[config.mk]
export PLATFORM = sky130hd
export DESIGN_NAME = map_cfg_sequencer_flat
export DESIGN_NICKNAME = d
export VERILOG_FILES = /design/src/rtl/map_cfg_sequencer_if.sv /design/src/rtl/map_cfg_sequencer.sv /design/src/flat_wrapper.sv
export SDC_FILE = /design/constraint.sdc
export NUM_CORES = 1
export LEC_CHECK = 0
export CORE_ASPECT_RATIO = 1.1
export CORE_MARGIN = 2
export CORE_UTILIZATION = 56
export CTS_CLUSTER_SIZE = 10
export DETAILED_ROUTE_END_ITERATION = 10
export PLACE_DENSITY = 0.84
export SKIP_CTS_REPAIR_TIMING = 1
export SLEW_MARGIN = 10
export SYNTH_ARGS = -nofsm -noshare
export SYNTH_HDL_FRONTEND = slang
export SYNTH_SLANG_ARGS = --single-unit
[constraint.sdc]
create_clock -name clk -period 3.85 [get_ports clk]
set_input_delay 0.5775 -clock clk [delete_from_list [all_inputs] [get_ports clk]]
set_output_delay 0.5775 -clock clk [all_outputs]
set_load 0.1 [all_outputs]
[src/rtl/map_cfg_sequencer_if.sv]
// Bus bundle between the MCU-side config port and the mapper reconfiguration sequencer.
// The MCU drives the master side; the sequencer implements the slave side.
interface map_cfg_sequencer_if #(
  parameter int CFG_BYTES = 8
);
  logic                   cfg_we;
  logic [2:0]             cfg_addr;
  logic [7:0]             cfg_di;
  logic                   commit;
  logic                   abort;
  logic                   m2;
  logic [CFG_BYTES*8-1:0] cfg_active;
  logic [7:0]             map_idx;
  logic                   map_known;
  logic                   mapper_rst;
  logic                   busy;
  logic                   commit_done;
  logic                   cfg_err;

  modport master (
    output cfg_we, cfg_addr, cfg_di, commit, abort, m2,
    input  cfg_active, map_idx, map_known, mapper_rst, busy, commit_done, cfg_err
  );

  modport slave (
    input  cfg_we, cfg_addr, cfg_di, commit, abort, m2,
    output cfg_active, map_idx, map_known, mapper_rst, busy, commit_done, cfg_err
  );
endinterface

[src/rtl/map_cfg_sequencer.sv]
// Applies a shadowed mapper configuration atomically: waits for a quiet CPU bus,
// holds the mapper array in reset, swaps the active word, then releases it.
module map_cfg_sequencer #(
  parameter int CFG_BYTES = 8,
  parameter int IDLE_CYC  = 4,
  parameter int HOLD_CYC  = 16
) (
  input  logic                      clk,
  input  logic                      map_rst,
  map_cfg_sequencer_if.slave        bus
);

  localparam int IW = (IDLE_CYC > 1) ? $clog2(IDLE_CYC) : 1;
  localparam int HW = (HOLD_CYC > 1) ? $clog2(HOLD_CYC) : 1;
  localparam logic [IW-1:0] IDLE_LAST = IW'(IDLE_CYC - 1);
  localparam logic [HW-1:0] HOLD_LAST = HW'(HOLD_CYC - 1);

  typedef enum logic [2:0] {
    ST_IDLE,
    ST_WAIT_IDLE,
    ST_HOLD,
    ST_SWAP,
    ST_RELEASE
  } state_t;

  state_t                 r_state;
  logic [IW-1:0]          r_idle_cnt;
  logic [HW-1:0]          r_hold_cnt;
  logic [CFG_BYTES*8-1:0] r_cfg_active;
  logic                   r_map_known;
  logic                   r_mapper_rst;
  logic                   r_busy;
  logic                   r_commit_done;
  logic                   r_cfg_err;

  logic                   w_idle;
  logic [CFG_BYTES*8-1:0] w_shadow_flat;

  assign w_idle = (r_state == ST_IDLE);

  function automatic logic is_known(input logic [7:0] idx);
    case (idx)
      8'd12, 8'd47, 8'd64, 8'd74, 8'd115, 8'd118, 8'd119,
      8'd158, 8'd182, 8'd189, 8'd191, 8'd196, 8'd205, 8'd245: is_known = 1'b1;
      default:                                               is_known = 1'b0;
    endcase
  endfunction

  // Shadow bytes only accept writes while no commit is in flight.
  genvar gi;
  generate
    for (gi = 0; gi < CFG_BYTES; gi++) begin : g_shadow
      logic [7:0] r_byte;
      always_ff @(posedge clk) begin
        if (map_rst) begin
          r_byte <= '0;
        end else if (w_idle && bus.cfg_we && ({29'd0, bus.cfg_addr} == 32'(gi))) begin
          r_byte <= bus.cfg_di;
        end
      end
      assign w_shadow_flat[gi*8 +: 8] = r_byte;
    end
  endgenerate

  always_ff @(posedge clk) begin
    if (map_rst) begin
      r_state       <= ST_IDLE;
      r_idle_cnt    <= '0;
      r_hold_cnt    <= '0;
      r_cfg_active  <= '0;
      r_map_known   <= 1'b0;
      r_mapper_rst  <= 1'b0;
      r_busy        <= 1'b0;
      r_commit_done <= 1'b0;
      r_cfg_err     <= 1'b0;
    end else begin
      r_commit_done <= 1'b0;
      if (!w_idle && (bus.cfg_we || bus.commit)) begin
        r_cfg_err <= 1'b1;
      end
      case (r_state)
        ST_IDLE: begin
          if (bus.commit) begin
            r_state    <= ST_WAIT_IDLE;
            r_busy     <= 1'b1;
            r_cfg_err  <= 1'b0;
            r_idle_cnt <= '0;
          end
        end
        ST_WAIT_IDLE: begin
          if (bus.abort) begin
            r_state    <= ST_IDLE;
            r_busy     <= 1'b0;
            r_idle_cnt <= '0;
          end else if (bus.m2) begin
            r_idle_cnt <= '0;
          end else if (r_idle_cnt == IDLE_LAST) begin
            r_state      <= ST_HOLD;
            r_mapper_rst <= 1'b1;
            r_hold_cnt   <= '0;
          end else begin
            r_idle_cnt <= r_idle_cnt + 1'b1;
          end
        end
        ST_HOLD: begin
          if (r_hold_cnt == HOLD_LAST) begin
            r_state <= ST_SWAP;
          end else begin
            r_hold_cnt <= r_hold_cnt + 1'b1;
          end
        end
        ST_SWAP: begin
          // map_known is decoded from the incoming word so it lands with map_idx.
          r_state       <= ST_RELEASE;
          r_mapper_rst  <= 1'b0;
          r_commit_done <= 1'b1;
          r_cfg_active  <= w_shadow_flat;
          r_map_known   <= is_known(w_shadow_flat[7:0]);
        end
        ST_RELEASE: begin
          r_state <= ST_IDLE;
          r_busy  <= 1'b0;
        end
        default: begin
          r_state      <= ST_IDLE;
          r_busy       <= 1'b0;
          r_mapper_rst <= 1'b0;
        end
      endcase
    end
  end

  assign bus.cfg_active  = r_cfg_active;
  assign bus.map_idx     = r_cfg_active[7:0];
  assign bus.map_known   = r_map_known;
  assign bus.mapper_rst  = r_mapper_rst;
  assign bus.busy        = r_busy;
  assign bus.commit_done = r_commit_done;
  assign bus.cfg_err     = r_cfg_err;

endmodule

[src/flat_wrapper.sv]
// flat-port wrapper written by rule: the top's interface ports become plain ports
module map_cfg_sequencer_flat 
#(
  parameter int CFG_BYTES = 8,
  parameter int IDLE_CYC  = 4,
  parameter int HOLD_CYC  = 16
)
  (clk, map_rst, bus_cfg_we, bus_cfg_addr, bus_cfg_di, bus_commit, bus_abort, bus_m2, bus_cfg_active, bus_map_idx, bus_map_known, bus_mapper_rst, bus_busy, bus_commit_done, bus_cfg_err);
  map_cfg_sequencer_if #(.CFG_BYTES(CFG_BYTES)) bus_i ();
  input  logic clk;
  input  logic map_rst;
  input wire logic [$bits(bus_i.cfg_we)-1:0] bus_cfg_we;
  input wire logic [$bits(bus_i.cfg_addr)-1:0] bus_cfg_addr;
  input wire logic [$bits(bus_i.cfg_di)-1:0] bus_cfg_di;
  input wire logic [$bits(bus_i.commit)-1:0] bus_commit;
  input wire logic [$bits(bus_i.abort)-1:0] bus_abort;
  input wire logic [$bits(bus_i.m2)-1:0] bus_m2;
  output wire logic [$bits(bus_i.cfg_active)-1:0] bus_cfg_active;
  output wire logic [$bits(bus_i.map_idx)-1:0] bus_map_idx;
  output wire logic [$bits(bus_i.map_known)-1:0] bus_map_known;
  output wire logic [$bits(bus_i.mapper_rst)-1:0] bus_mapper_rst;
  output wire logic [$bits(bus_i.busy)-1:0] bus_busy;
  output wire logic [$bits(bus_i.commit_done)-1:0] bus_commit_done;
  output wire logic [$bits(bus_i.cfg_err)-1:0] bus_cfg_err;
  assign bus_i.cfg_we = bus_cfg_we;
  assign bus_i.cfg_addr = bus_cfg_addr;
  assign bus_i.cfg_di = bus_cfg_di;
  assign bus_i.commit = bus_commit;
  assign bus_i.abort = bus_abort;
  assign bus_i.m2 = bus_m2;
  assign bus_cfg_active = bus_i.cfg_active;
  assign bus_map_idx = bus_i.map_idx;
  assign bus_map_known = bus_i.map_known;
  assign bus_mapper_rst = bus_i.mapper_rst;
  assign bus_busy = bus_i.busy;
  assign bus_commit_done = bus_i.commit_done;
  assign bus_cfg_err = bus_i.cfg_err;
  map_cfg_sequencer #(.CFG_BYTES(CFG_BYTES), .IDLE_CYC(IDLE_CYC), .HOLD_CYC(HOLD_CYC)) u_core (.clk(clk), .map_rst(map_rst), .bus(bus_i));
endmodule
==> results_dict.tcl, run 1 <==
set metrics [dict create \
    die_w_um 98.0 \
    antenna_found_initial 0 \
    rsz0062_at_grt "false" \
    wirelength_um 13100 \
    worst-endpoint-required_ns 3.27 \
    grt_max_degree 131 \
    dp_slack_ns 0.981 \
    gp_congestion 0.776 \
    cp_num_buf_inv 1 \
    grt_pass1_vias 4377 \
    critical_path_peak_fanout 2 \
    clk_latency_ns 0.51 \
    ir_drop_uv 347 \
    arrival_ns 2.06 \
    detail_route.vias_per_cell 5.60 \
    dpl.cell_count 778 \
    worst_pin_slew_ns 1.02 \
    syn2layout_area_growth_pct 27.4 \
    placementRows 37 \
    cts_root_buffer "clkbuf_8" \
    synthAdderAreaFrac 0.00460 \
    overflow 0 \
    core_mm2 0.00940 \
    setup_ws_ns 1.21 \
    port_buffers 93 \
    grt_first_pass_wirelength_um 21300 \
    track_usage 0.254 \
    initial_utilization 0.579 \
    synth_edf_count 0 \
    stdcell_count 810 \
    diodes 0 \
    crit_type "reg2out" \
    synth_top_family_by_area "simple AND/OR/NAND/NOR gates" \
    dpl-instance-area_mm2 0.00631 \
    drt_iter0_drc 518 \
    status "finished, final reports clean" \
    clk_pin_slew_ns 0.06 \
    finalSetupTns_ns 0 \
    seqCellArea_mm2 0.00284 \
    clock_skew_ns 0.0101 \
    dieArea_mm2 0.0105 \
    cts_sinks 142 \
    design_area_mm2 0.00693 \
    cts_buffers 17 \
    num_io_pins 94 \
    slowest_stage "clkdlybuf4s50_1" \
    startpoint_type "flip-flop" \
    ys_ff_latch 142 \
    syn_area_per_cell_um2 8.71 \
    period_share 0.686 \
    worstHoldPathType "reg2reg" \
    synth_top_area_cell "dfxtp_1" \
    synth_simple_gate_area_frac 0.204 \
    max-slew-margin-rel 0.317 \
    timing_hold_violations_final 0 \
    drive_gt1_frac 0.0678 \
    die_h_um 107 \
    yosys-top-cells-area "dfxtp_1, mux2i_1, nand2_1" \
    yosysTopAreaCellShare 0.522 \
    ctsHtreeMaxLevel 4 \
    ys_types 39 \
    synth_mux_area_frac 0.120 \
    crit_path_cell_trace "clkdlybuf4s50_1" \
    powerDensity_mw_per_mm2 500 \
    synth-compound-area-share 0.0980 \
    dpl.hpwl_um 7920 \
    p_leak_nw 2.54 \
    cap_violations 0 \
    cp-end-kind "primary output" \
    synthArstFlopShare 0 \
    first_pass_iters 5 \
    cts_tree "done" \
    fin_nets 699 \
    slew_violations 0 \
    finalSetupViolCount 0 \
    postRouteAntennaNets 0 \
    ys_seq_area_frac 0.522 \
    min_period_ns 2.64 \
    syn_nets 644 \
    drc 0 \
    final_cell_mix "dfxtp_1, nand2_1, clkdlybuf4s50_1" \
    synth_ff_type "dfxtp_1" \
    cpPeakStageDelay_ns 1.16 \
    multi_input_area_mm2 0.00234 \
    timing.fmax_mhz 379 \
    via_count 4532 \
    wire_per_inst_um 16.2 \
    fillerInstances 638 \
    synth_xor_area_frac 0 \
    final_common_cell "dfxtp_1" \
    synth_cells 625 \
    ys.warnings.count 0 \
    critPathTopFamily "buffers and inverters" \
    cts_buffer_depth 2 \
    syn_area_mm2 0.00544 \
    postLayoutCoreUtil 0.738 \
]
==> area by class of cell <==
type | count | area share
tap | 117 | 0.0211
sequential | 142 | 0.410
clock inverter | 15 | 0.0301
timing repair buffer | 98 | 0.140
multi-input combinational | 418 | 0.337
inverter | 3 | 0.00162
clock buffer | 17 | 0.0597
==> kinds of logic after synthesis <==
| group | count (synthesis) |
|---|---|
| simple gates | 254 |
| flops | 142 |
| compound gates | 97 |
| buf+inv | 65 |
| mux | 65 |
| fa+ha+maj | 2 |
==> state kept, by name, summed over array words and instances (netlist names) <==
signal                  count
u_core.g_shadow.r_byte     64
u_core.bus.busy             1
u_core.bus.commit_done      1
u_core.bus.map_known        1
u_core.r_hold_cnt           4
u_core.r_state              3
u_core.bus.mapper_rst       1
u_core.bus.cfg_active      64
u_core.bus.cfg_err          1
u_core.r_idle_cnt           2
==> through the flow <==
stage | hold WS (ns) | power [mW]
2_1_floorplan | 0.431 | 1.73
3_3_place_gp | 0.436 | 1.79
3_5_place_dp | 0.445 | 1.80
4_1_cts | 0.455 | 3.48
5_1_grt | 0.473 | 3.57
6_report | 0.451 | 3.46
==> path summary, 6_finish.rpt <==
check / start / end / slack (ns) / cells after the start
hold / removal: u_core.g_shadow[6].r_byte[2] / u_core.bus.cfg_active[50] / 0.45 / 2
setup reg to reg: u_core.r_state[0] / u_core.bus.map_known / 1.25 / 5
setup / recovery: u_core.bus.cfg_active[41] / bus_cfg_active[41] / 1.21 / 1
hold reg to reg: u_core.g_shadow[6].r_byte[2] / u_core.bus.cfg_active[50] / 0.45 / 2
==> cells in the mapped netlist, types with 3 or more instances <==
| cell | count |
|---|---|
| buf_4 | 8 |
| mux2i_1 | 65 |
| nand4b_1 | 3 |
| nand3b_1 | 6 |
| dfxtp_1 | 142 |
| o21ai_0 | 8 |
| buf_2 | 4 |
| nand2b_1 | 3 |
| nor4b_1 | 4 |
| clkbuf_1 | 47 |
| a2111oi_0 | 4 |
| nand2_1 | 137 |
| or3b_2 | 3 |
| inv_1 | 3 |
| a21oi_1 | 74 |
| nor2_1 | 78 |
| buf_1 | 3 |
| nand3_1 | 4 |
==> power breakdown <==
group | internal, mW | switching, mW
sequential | 1.50 | 0.0315
combinational | 0.0760 | 0.169
clock | 1.06 | 0.630
total | 2.63 | 0.830
==> routing by layer <==
layer	routed length (um)	up-vias	track usage
met5	0	-	0
met4	193	0	0.0893
met3	883	18	0.0695
met2	6430	167	0.420
met1	5610	2170	0.319
li1	-	2177	-
Note: power is estimated with default switching activity, not from simulation.
==> run 2: changes to the inputs <==
--- a/config.mk
+++ b/config.mk
@@ -7,10 +7,10 @@
 export LEC_CHECK = 0
 export CORE_ASPECT_RATIO = 1.1
 export CORE_MARGIN = 2
-export CORE_UTILIZATION = 56
+export CORE_UTILIZATION = 47
 export CTS_CLUSTER_SIZE = 10
 export DETAILED_ROUTE_END_ITERATION = 10
-export PLACE_DENSITY = 0.84
+export PLACE_DENSITY = 0.75
 export SKIP_CTS_REPAIR_TIMING = 1
 export SLEW_MARGIN = 10
 export SYNTH_ARGS = -nofsm -noshare
==> constraint.sdc (replaced) <==
create_clock -name clk -period 2.2 [get_ports clk]
set_input_delay 0.33 -clock clk [delete_from_list [all_inputs] [get_ports clk]]
set_output_delay 0.33 -clock clk [all_outputs]
set_load 0.1 [all_outputs]
==> run 2 against run 1 <==
Power is 74% higher. Combinational power grew 94%. Sequential share of layout area grew 0.19 points. Critical path type is now in2reg.
==> results_dict.tcl, run 2 (synthesis gave the netlist of run 1 again) <==
set metrics [dict create \
    cts_sinks 142 \
    cap_violations 0 \
    slew_violations 0 \
    drive_gt1_frac 0.195 \
    max-slew-margin-rel 0.537 \
    crit_path_cell_trace "clkdlybuf4s50_1, or4b_1, buf_4, nor4b_2, buf_4, mux2i_1, nor2_1" \
    worst-endpoint-required_ns 2.50 \
    port_buffers 93 \
    drc 0 \
    grt_max_degree 70 \
    wirelength_um 12600 \
    min_period_ns 1.91 \
    cp_common_cell "buf_4" \
    period_share 0.866 \
    wire_per_inst_um 14.7 \
    rsz0062_at_grt "false" \
    gp_congestion 0.769 \
    postRouteAntennaNets 0 \
    num_io_pins 94 \
    fin_nets 715 \
    cts_tree "done" \
    finalSetupTns_ns 0 \
    first_pass_iters 5 \
    timing.fmax_mhz 525 \
    ctsHtreeMaxLevel 4 \
    drt_iter0_drc 237 \
    die_h_um 117 \
    p_leak_nw 2.77 \
    worstHoldPathType "in2reg" \
    worst_pin_slew_ns 0.694 \
    startpoint_type "input port" \
    timing_hold_violations_final 0 \
    cpPeakStageDelay_ns 0.51 \
    antenna_found_initial 0 \
    cts_buffer_depth 2 \
    final_common_cell "dfxtp_1" \
    grt_first_pass_wirelength_um 20800 \
    via_count 4528 \
    core_mm2 0.0114 \
    die_w_um 107 \
    dp_slack_ns -0.104 \
    setup_ws_ns 0.295 \
    final_cell_mix "dfxtp_1, nand2_1, buf_4" \
    grt_pass1_vias 4320 \
    crit_type "in2reg" \
    status "finished, final reports clean" \
    syn2layout_area_growth_pct 26.8 \
    cp-end-kind "flip-flop" \
    critical_path_peak_fanout 8 \
    dpl-instance-area_mm2 0.00630 \
    dpl.hpwl_um 8280 \
    track_usage 0.212 \
    clk_pin_slew_ns 0.06 \
    placementRows 41 \
    slowest_stage "clkdlybuf4s50_1" \
    initial_utilization 0.478 \
    arrival_ns 2.21 \
    ir_drop_uv 567 \
    cts_buffers 17 \
    overflow 0 \
    dieArea_mm2 0.0125 \
    diodes 0 \
    fin_hold_ws_ns 0.441 \
    powerDensity_mw_per_mm2 872 \
    clk_latency_ns 0.42 \
    design_area_mm2 0.00690 \
    finalSetupViolCount 0 \
    detail_route.vias_per_cell 5.27 \
    clock_skew_ns 0.00708 \
    cts_root_buffer "clkbuf_16" \
]
[run 2: through the flow]
step	power [mW]	util	cells
floorplan	3.03	-	625
global placement	3.16	0.553	827
detailed placement	3.18	0.553	827
CTS	6.05	0.606	859
global route	6.21	0.606	859
finish	6.01	0.606	859
[run 2: metal layers]
layer / vias up / GRT usage / part of all wire
met5: - / 0 / 0
li1: 2225 / - / -
met1: 2151 / 0.276 / 0.46
met3: 17 / 0.0681 / 0.065
met2: 135 / 0.335 / 0.46
met4: 0 / 0.0753 / 0.014
[run 2: final timing paths]
kind / slack, ns / depth (start not counted) / startpoint / to
max: 0.29 / 7 / bus_cfg_we / u_core.g_shadow[2].r_byte[0]
max reg2reg: 0.35 / 6 / u_core.r_state[2] / u_core.g_shadow[2].r_byte[0]
min: 0.44 / 2 / map_rst / u_core.g_shadow[7].r_byte[4]
min reg2reg: 0.45 / 2 / u_core.g_shadow[7].r_byte[7] / u_core.bus.cfg_active[63]
[run 2: area by class of cell]
cell class	instances	area, um^2
Sequential cell	142	2840
Multi-Input combinational cell	418	2340
Inverter	3	11.3
Timing Repair Buffer	114	918
Clock inverter	11	140
Clock buffer	21	460
Tap cell	150	188
Fill cell	969	4490
[run 2: critical path, delay by kind of cell]
kind                   cells  cell delay (ns)
buffers and inverters      3             0.93
multiplexers               1             0.22
AND/OR/NAND/NOR            3             0.73
[run 2: report_power, final]
group / switching (mW) / internal, mW / total (mW) / leakage [nW]
registers: 0.0312 / 2.62 / 2.65 / 1.15
logic: 0.321 / 0.156 / 0.476 / 1.34
clock network: 1.06 / 1.83 / 2.89 / 0.285
